$ cat src/rtl/program_memory_arbiter.sv
// Arbitrates the single ProgramMemory read port between instruction fetch and a debug reader,
// with debug anti-starvation, address translation/checking and registered responses.
module program_memory_arbiter #(
  parameter int                    DATA_WIDTH   = 32,
  parameter int                    MEMORY_DEPTH = 256,
  parameter logic [DATA_WIDTH-1:0] BASE_ADDRESS = 32'h0040_0000,
  parameter int                    STARVE_LIMIT = 4
) (
  input  logic                  clk,
  input  logic                  reset,
  input  logic                  FetchReq,
  input  logic [DATA_WIDTH-1:0] FetchAddress,
  output logic                  FetchGrant,
  output logic                  FetchValid,
  output logic [DATA_WIDTH-1:0] FetchData,
  output logic                  FetchErr,
  input  logic                  DbgReq,
  input  logic [DATA_WIDTH-1:0] DbgAddress,
  output logic                  DbgGrant,
  output logic                  DbgValid,
  output logic [DATA_WIDTH-1:0] DbgData,
  output logic                  DbgErr,
  output logic [DATA_WIDTH-1:0] MemAddress,
  input  logic [DATA_WIDTH-1:0] MemInstruction
);

  localparam int CW = $clog2(STARVE_LIMIT + 1);
  localparam logic [CW-1:0] STARVE_MAX = CW'(STARVE_LIMIT);
  localparam logic [DATA_WIDTH-3:0] DEPTH_LIM = (DATA_WIDTH-2)'(MEMORY_DEPTH);

  // Index 0 is the fetch requester, index 1 the debug requester.
  logic [DATA_WIDTH-1:0] req_addr   [2];
  logic [DATA_WIDTH-1:0] req_offset [2];
  logic [1:0]            req_err;

  logic [CW-1:0] starve_reg, starve_next;
  logic          force_dbg;
  logic          fetch_grant, dbg_grant;

  assign req_addr[0] = FetchAddress;
  assign req_addr[1] = DbgAddress;

  genvar gi;
  generate
    for (gi = 0; gi < 2; gi++) begin : g_check
      assign req_offset[gi] = req_addr[gi] - BASE_ADDRESS;
      assign req_err[gi]    = (req_addr[gi][1:0] != 2'b00)
                           || (req_addr[gi] < BASE_ADDRESS)
                           || (req_offset[gi][DATA_WIDTH-1:2] >= DEPTH_LIM);
    end
  endgenerate

  assign force_dbg = (starve_reg == STARVE_MAX);

  always_comb begin
    fetch_grant = 1'b0;
    dbg_grant   = 1'b0;
    if (!reset) begin
      if (force_dbg && DbgReq) begin
        dbg_grant = 1'b1;
      end else if (FetchReq) begin
        fetch_grant = 1'b1;
      end else if (DbgReq) begin
        dbg_grant = 1'b1;
      end
    end
  end

  assign FetchGrant = fetch_grant;
  assign DbgGrant   = dbg_grant;

  always_comb begin
    MemAddress = '0;
    if (fetch_grant) begin
      MemAddress = req_offset[0];
    end else if (dbg_grant) begin
      MemAddress = req_offset[1];
    end
  end

  // Counts consecutive debug denials; any debug grant or idle debug clears it.
  always_comb begin
    starve_next = '0;
    if (DbgReq && !dbg_grant) begin
      starve_next = force_dbg ? starve_reg : starve_reg + CW'(1);
    end
  end

  always_ff @(posedge clk) begin
    if (reset) begin
      starve_reg <= '0;
      FetchValid <= 1'b0;
      FetchData  <= '0;
      FetchErr   <= 1'b0;
      DbgValid   <= 1'b0;
      DbgData    <= '0;
      DbgErr     <= 1'b0;
    end else begin
      starve_reg <= starve_next;
      FetchValid <= fetch_grant;
      DbgValid   <= dbg_grant;
      if (fetch_grant) begin
        FetchData <= req_err[0] ? '0 : MemInstruction;
        FetchErr  <= req_err[0];
      end
      if (dbg_grant) begin
        DbgData <= req_err[1] ? '0 : MemInstruction;
        DbgErr  <= req_err[1];
      end
    end
  end

endmodule

$ cat config.mk
export PLATFORM = sky130hd
export DESIGN_NAME = program_memory_arbiter
export DESIGN_NICKNAME = d
export VERILOG_FILES = /design/src/rtl/program_memory_arbiter.sv
export SDC_FILE = /design/constraint.sdc
export NUM_CORES = 1
export LEC_CHECK = 0
export BUFFER_PORTS_ARGS = -buffer_cell sky130_fd_sc_hd__buf_2
export CAP_MARGIN = 20
export CORE_MARGIN = 1
export CORE_UTILIZATION = 40
export DETAILED_ROUTE_END_ITERATION = 7
export GPL_TIMING_DRIVEN = 0
export PLACE_DENSITY = 0.73
export SYNTH_ARGS = -nofsm -noshare
export SYNTH_HDL_FRONTEND = slang
export SYNTH_SLANG_ARGS = --single-unit
$ cat constraint.sdc
create_clock -name clk -period 2.05 [get_ports clk]
set_input_delay 0.3075 -clock clk [delete_from_list [all_inputs] [get_ports clk]]
set_output_delay 0.3075 -clock clk [all_outputs]
set_load 0.03 [all_outputs]
==> metrics.yaml, run 1 <==
cts_buffers: 9
synth_edf_count: 0
post_dp_cell_area_mm2: 0.004786
die_h_um: 97.44
cts_tree: "done"
multiInputGateArea_mm2: 0.002200
synth_xor_xnor_area_share: 0.03365
nets: 739
critical_path_class: "reg2out"
status: "complete, but fails checks"
port_buffers: 199
wl_per_cell_um: 16.78
required_ns: 1.74
path_max_fanout: 7
finalHoldViolCount: 0
tightestPinTransition_ns: 0.5937
drc: 0
arrival_ns: 1.94
power.leakage_nw: 2.514
yosysSeqAreaShare: 0.3901
drive_above_1_share: 0.4828
grt_pass1_wl_um: 19200
start_util: 0.4158
cts_root_buf: "clkbuf_8"
ant_nets: 0
grt-ovfl-total: 0
setup_violations: 64
synthFlopType: "dfxtp_1"
dp_hpwl_um: 9179
synth_cell_types: 47
routed_wl_um: 12520
end_kind: "primary output"
clockBufferDepth: 2
syn_inst: 406
synth_top_family_by_area: "simple AND/OR/NAND/NOR gates"
synth_fa_ha_area_frac: 0.02060
grt_use_total: 0.2505
place.gp.congestion: 0.8516
synth_seq_cells: 71
drt-initial-drc-count: 147
setup_ws_ns: -0.1963
synth_fp_nets: 512
die_w_um: 97.44
max_slew_margin: 0.6042
antenna_found_initial: 0
path_cells: "inv_2 > ha_4 > a21bo_4 > nand3b_1 > clkinv_4 > buf_8 > a22o_1 > buf_6"
final_area_mm2: 0.005593
rsz0062_at_grt: "yes"
seq_area_mm2: 0.001424
powerDensity_mw_per_mm2: 540.5
grt_max_degree: 14
fin_crit_ns: 2.246
avgSynthCellArea_um2: 8.974
violations: "setup timing"
grt_pass1_vias: 3923
pre_cts_ws_ns: -0.4944
yosys_warnings: 0
rows: 34
cp-start-kind: "flip-flop"
n_fill_cell: 753
h-tree-depth: 3
clock_latency_ns: 0.34
layout_worst_path_cycle_share: 1.096
synthMuxAreaShare: 0.002747
via_count: 4008
slew_viol_final: 0
irDropWorstVdd_uv: 263.4
synth_compound_area_frac: 0.2435
clk_pin_slew_ns: 0.08
cpPeakStageDelay_ns: 0.34
hold_class: "in2reg"
drt_first_pass_iters: 5
yosys.area_share.simple: 0.2600
async_flop_share: 0
fin_skew_ns: 0.01374
syn-cell-area_mm2: 0.003643
die_area_mm2: 0.009495
max_cap_viol_count: 0
cts_sinks: 71
via_per_inst: 5.373
crit_path_top_delay_cell: "dfxtp_2"
fmax_mhz: 445.2
postCtsHoldBufs: 0
syn_to_final_growth_pct: 53.50
diodes: 0
pin_count: 202
core_mm2: 0.008763
worst paths after layout:
| check | from | endpoint | slack (ns) | depth (start not counted) |
|---|---|---|---|---|
| worst min register to register | DbgData[26] | DbgData[26] | 0.45 | 2 |
| worst min-delay path | MemInstruction[24] | DbgData[24] | 0.25 | 3 |
| worst max-delay path | starve_reg[0] | MemAddress[17] | -0.20 | 8 |
| worst max register to register | starve_reg[0] | DbgErr | -0.09 | 10 |
layer usage:
| layer | vias to the layer above | wire length (µm) | GRT usage |
|---|---|---|---|
| met5 | - | 0 | 0 |
| met4 | 0 | 139 | 0.07692 |
| met3 | 12 | 991 | 0.05108 |
| met2 | 185 | 6392 | 0.4422 |
| met1 | 1873 | 4996 | 0.3044 |
| li1 | 1938 | - | - |
placed cells by master (no fill, tap or decap), types with 4 or more instances in the layout:
cell type,instances
o21ai_2,31
nand3b_1,33
nand4_1,4
o22ai_1,4
buf_12,4
or4_1,4
nand2_1,40
clkbuf_2,5
nor2b_1,4
buf_4,15
clkbuf_1,16
buf_2,167
nor4_1,4
a22o_1,23
ha_1,4
clkbuf_8,9
o31ai_1,32
nor3_1,4
xnor2_1,10
nand2b_1,33
nor2_1,12
buf_6,32
inv_1,7
dfxtp_1,69
cell type report:
class	count	area share
Tap cell	108	0.02416
Inverter	11	0.008277
Multi-Input combinational cell	293	0.3933
Clock buffer	10	0.02282
Timing Repair Buffer	216	0.2483
Sequential cell	71	0.2546
Clock inverter	6	0.008054
Buffer	31	0.04049
cell families (layout without fill, tap and decap cells):
family                     Yosys count  after routing
and+or+nand+nor                    159            159
AOI/OAI and AO/OA                  113            113
DFF                                 71             71
buffers and inverters               42            274
xor gates and xnor gates            14             14
adders and majority gates            6              6
muxes                                1              1
what timing repair did:
| action | in CTS | in global routing |
|---|---|---|
| pin swaps | 9 | 9 |
| cloned | 2 | 3 |
| setup endpoints to repair | 97 | 98 |
| setup buffers | 7 | 5 |
| resized for setup | 89 | 54 |
power breakdown:
| part | switching (mW) | internal, mW | leakage (nW) | total, mW |
|---|---|---|---|---|
| clock | 0.539 | 0.443 | 0.0789 | 0.982 |
| sequential | 0.00261 | 1.38 | 0.574 | 1.39 |
| combinational | 0.372 | 0.283 | 1.86 | 0.655 |
through the flow:
stage	utilization	setup TNS [ns]	hold WS (ns)	power, mW	instances
finish	0.6382	-6.196	0.2471	3.023	746
global route	0.6382	-11.54	0.2474	3.148	746
CTS	0.6062	-4.360	0.2321	2.988	738
detailed placement	0.5461	-26.35	0.4365	1.943	713
global placement	0.5461	-21.73	0.4319	1.934	713
floorplan	-	-0.004861	0.4204	1.715	406
cell usage after synthesis (2+ instances only):
cell,count,share of area
a21oi_1,3,0.0041
a22o_1,23,0.055
buf_1,3,0.0031
buf_6,3,0.0093
clkbuf_1,25,0.026
dfxtp_1,71,0.39
ha_1,6,0.021
inv_1,10,0.010
nand2_1,42,0.043
nand2b_1,33,0.057
nand3_1,2,0.0027
nand3b_1,33,0.068
nand4_1,4,0.0069
nor2_1,12,0.012
nor2b_1,4,0.0069
nor3_1,4,0.0055
nor3b_1,2,0.0041
nor4_1,6,0.010
nor4b_1,3,0.0072
o21a_1,2,0.0041
o21ai_0,8,0.011
o21ai_2,29,0.070
o22ai_1,8,0.014
o31ai_1,32,0.066
or4_1,4,0.0082
xnor2_1,11,0.026
xor2_1,3,0.0072
critical path: cells and delay by family (launching register included):
| family | cells | cell delay (ns) |
|---|---|---|
| buffers and inverters | 4 | 0.52 |
| adder cells (fa/ha/maj) | 1 | 0.17 |
| flip-flops | 1 | 0.34 |
| AND/OR/NAND/NOR | 1 | 0.16 |
| AO/OA/AOI/OAI | 2 | 0.41 |
No activity file was read; power rests on OpenSTA's default activity.
==> run 2: changes to the inputs <==
--- a/config.mk
+++ b/config.mk
@@ -10,7 +10,7 @@
 export CORE_MARGIN = 1
 export CORE_UTILIZATION = 40
 export DETAILED_ROUTE_END_ITERATION = 7
-export GPL_TIMING_DRIVEN = 0
+export GPL_TIMING_DRIVEN = 1
 export PLACE_DENSITY = 0.73
 export SYNTH_ARGS = -nofsm -noshare
 export SYNTH_HDL_FRONTEND = slang
==> run 2 against run 1 <==
  * The flow still finishes with violations (setup timing)
  * Core utilization increased by 1.1 points
  * Critical endpoint is now MemAddress[19]
  * Cell count increased by 0.54%
  * Critical path depth unchanged
  * Via count grew 0.37%
  * Largest cell class unchanged
  * Worst hold slack worse by 0.0027 ns
==> metrics.yaml, run 2 (synthesis results as in run 1) <==
status: "complete, but fails checks"
violations: "setup timing"
setup_ws_ns: -0.07759  # +0.1187 ns
rsz0062_at_grt: "yes"
powerDensity_mw_per_mm2: 562.3  # +4.0%
holdCritStartpoint: "reset"
whs_ns: 0.2443  # -0.002735 ns
worst-r2r-cell-count: 11  # +1
path_max_fanout: 6  # -1
grt_max_degree: 66  # +52
drt-initial-drc-count: 186  # +27%
drt_first_pass_iters: 4  # -1
arrival_ns: 1.82  # -0.12 ns
multiInputGateArea_mm2: 0.002181  # -0.85%
rows: 34  # unchanged
antenna_found_initial: 0  # unchanged
port_buffers: 201  # +1.0%
grt_use_total: 0.2419  # -0.008634
required_ns: 1.74  # about the same
cts_buffers: 9  # unchanged
max_cap_viol_count: 0  # unchanged
h-tree-depth: 3  # unchanged
fmax_mhz: 470.0  # +5.6%
syn_to_final_growth_pct: 56.22
layout_common_cells: "buf_2, dfxtp_1, nand2_1, buf_4, buf_6"
via_count: 4023  # +0.37%
wl_per_cell_um: 16.01  # -4.6%
routed_wl_um: 12010  # -4.1%
grt-ovfl-total: 0  # unchanged
fin_skew_ns: 0.01193  # -0.001804 ns
grt_pass1_wl_um: 18800  # -2.1%
drc: 0  # unchanged
die_w_um: 97.44  # unchanged
grt_pass1_vias: 3830  # -2.4%
clockBufferDepth: 2  # unchanged
die_area_mm2: 0.009495  # unchanged
tns_ns: -2.308  # +3.889 ns
post_dp_cell_area_mm2: 0.004985  # +4.2%
cts_root_buf: "clkbuf_8"
r2r_slack_ns: -0.05  # +0.04 ns
ant_nets: 0  # unchanged
r2r-start: "starve_reg[0]"
nets: 743  # +0.54%
slew_viol_final: 0  # unchanged
start_util: 0.4158  # unchanged
fin_crit_ns: 2.128  # -0.1187 ns
finalHoldViolCount: 0  # unchanged
layout_worst_path_cycle_share: 1.038  # -0.05792
n_fill_cell: 758  # +0.66%
drive_above_1_share: 0.5140  # +0.03126
via_per_inst: 5.364  # -0.16%
crit_path_top_delay_cell: "dfxtp_2"
r2r_end: "DbgData[27]"
cts_sinks: 71  # unchanged
max_slew_margin: 0.6386  # +0.03437
diodes: 0  # unchanged
power_mw: 3.200  # +5.9%
end_kind: "primary output"
tightestPinTransition_ns: 0.5372  # -0.05650 ns
pin_count: 202  # unchanged
postCtsHoldBufs: 0  # unchanged
cpPeakStageDelay_ns: 0.34  # about the same
setup_violations: 52  # -19%
hold_class: "in2reg"
hold_end: "starve_reg[1]"
clock_latency_ns: 0.33  # about the same
seq_area_mm2: 0.001425  # about the same
irDropWorstVdd_uv: 332.2  # +26%
power.leakage_nw: 2.609  # +3.8%
critical_path_class: "reg2out"
clk_pin_slew_ns: 0.07  # about the same
cp-start-kind: "flip-flop"
cts_tree: "done"
die_h_um: 97.44  # unchanged
place.gp.congestion: 0.9383  # +10%
path_cells: "inv_2 > ha_4 > a21bo_4 > nand3b_1 > inv_4 > clkbuf_16 > a22o_1 > buf_6"
final_common_cell: "buf_2"
final_area_mm2: 0.005692  # +1.8%
core_mm2: 0.008763  # unchanged
dp_hpwl_um: 8473  # -7.7%
hold_path_depth: 2  # -1
-- run 2: cell types whose count changed in the layout (fill, tap and decap cells not counted), moves of 2 or more --
cell / previous run / this run
buf_12: 4 / 6
buf_2: 167 / 169
buf_4: 15 / 39
buf_6: 32 / 34
buf_8: 3 / 0
clkbuf_1: 16 / 0
clkbuf_2: 5 / 0
clkbuf_8: 9 / 11
clkinvlp_4: 3 / 1
nor4b_1: 1 / 3
o21ai_2: 31 / 33
o22ai_1: 4 / 2
o22ai_2: 1 / 3
-- run 2: area by class of cell --
cell class / instances / area share
clock buffers: 11 / 0.02660
well taps: 108 / 0.02374
multi-input cells: 293 / 0.3832
repair buffers: 251 / 0.2985
inverters: 11 / 0.007694
clock inverters: 5 / 0.009892
flip-flops and latches: 71 / 0.2504
-- run 2: worst max-delay path by stage --
stage	cells past startpoint	from	slack [ns]	to
floorplan	6	DbgAddress[25]	-0.005	DbgErr
global placement	7	DbgAddress[25]	-0.19	DbgData[31]
detailed placement	7	DbgAddress[25]	-0.27	DbgData[31]
CTS	8	starve_reg[0]	-0.1	MemAddress[18]
global route	8	starve_reg[1]	-0.17	MemAddress[6]
finish	8	starve_reg[0]	-0.08	MemAddress[19]
-- run 2: per-layer routing --
metal	vias up	global-route usage	routed length, µm
li1	1938	-	-
met1	1879	0.2930	4956
met2	188	0.4158	5936
met3	18	0.06043	879
met4	0	0.08258	234
met5	-	0	0
-- run 2: repair_timing --
item,in CTS,in global routing
setup buffers,7,4
resized for setup,93,15
endpoints found under the setup margin,34,36
gates cloned,1,3
hold endpoints to repair,0,0
pin swaps,6,6
-- run 2: power by group --
group	internal (mW)	switching [mW]	total [mW]
combinational	0.311	0.371	0.682
sequential	1.38	0.00225	1.39
clock	0.627	0.506	1.13
-- run 2: critical path, delay by kind of cell (launching register included) --
family,cells,cell delay (ns)
buf+inv,4,0.44
simple gates,1,0.16
flops,1,0.34
fa+ha+maj,1,0.15
compound gates,2,0.40
-- run 2: through the flow --
| step | setup WS (ns) | utilization | std cells |
|---|---|---|---|
| 4_1_cts | -0.09945 | 0.6349 | 744 |
| 5_1_grt | -0.1701 | 0.6495 | 750 |
| 2_1_floorplan | -0.004861 | - | 406 |
| 6_report | -0.07759 | 0.6495 | 750 |
| 3_3_place_gp | -0.1941 | 0.5688 | 721 |
| 3_5_place_dp | -0.2673 | 0.5688 | 721 |
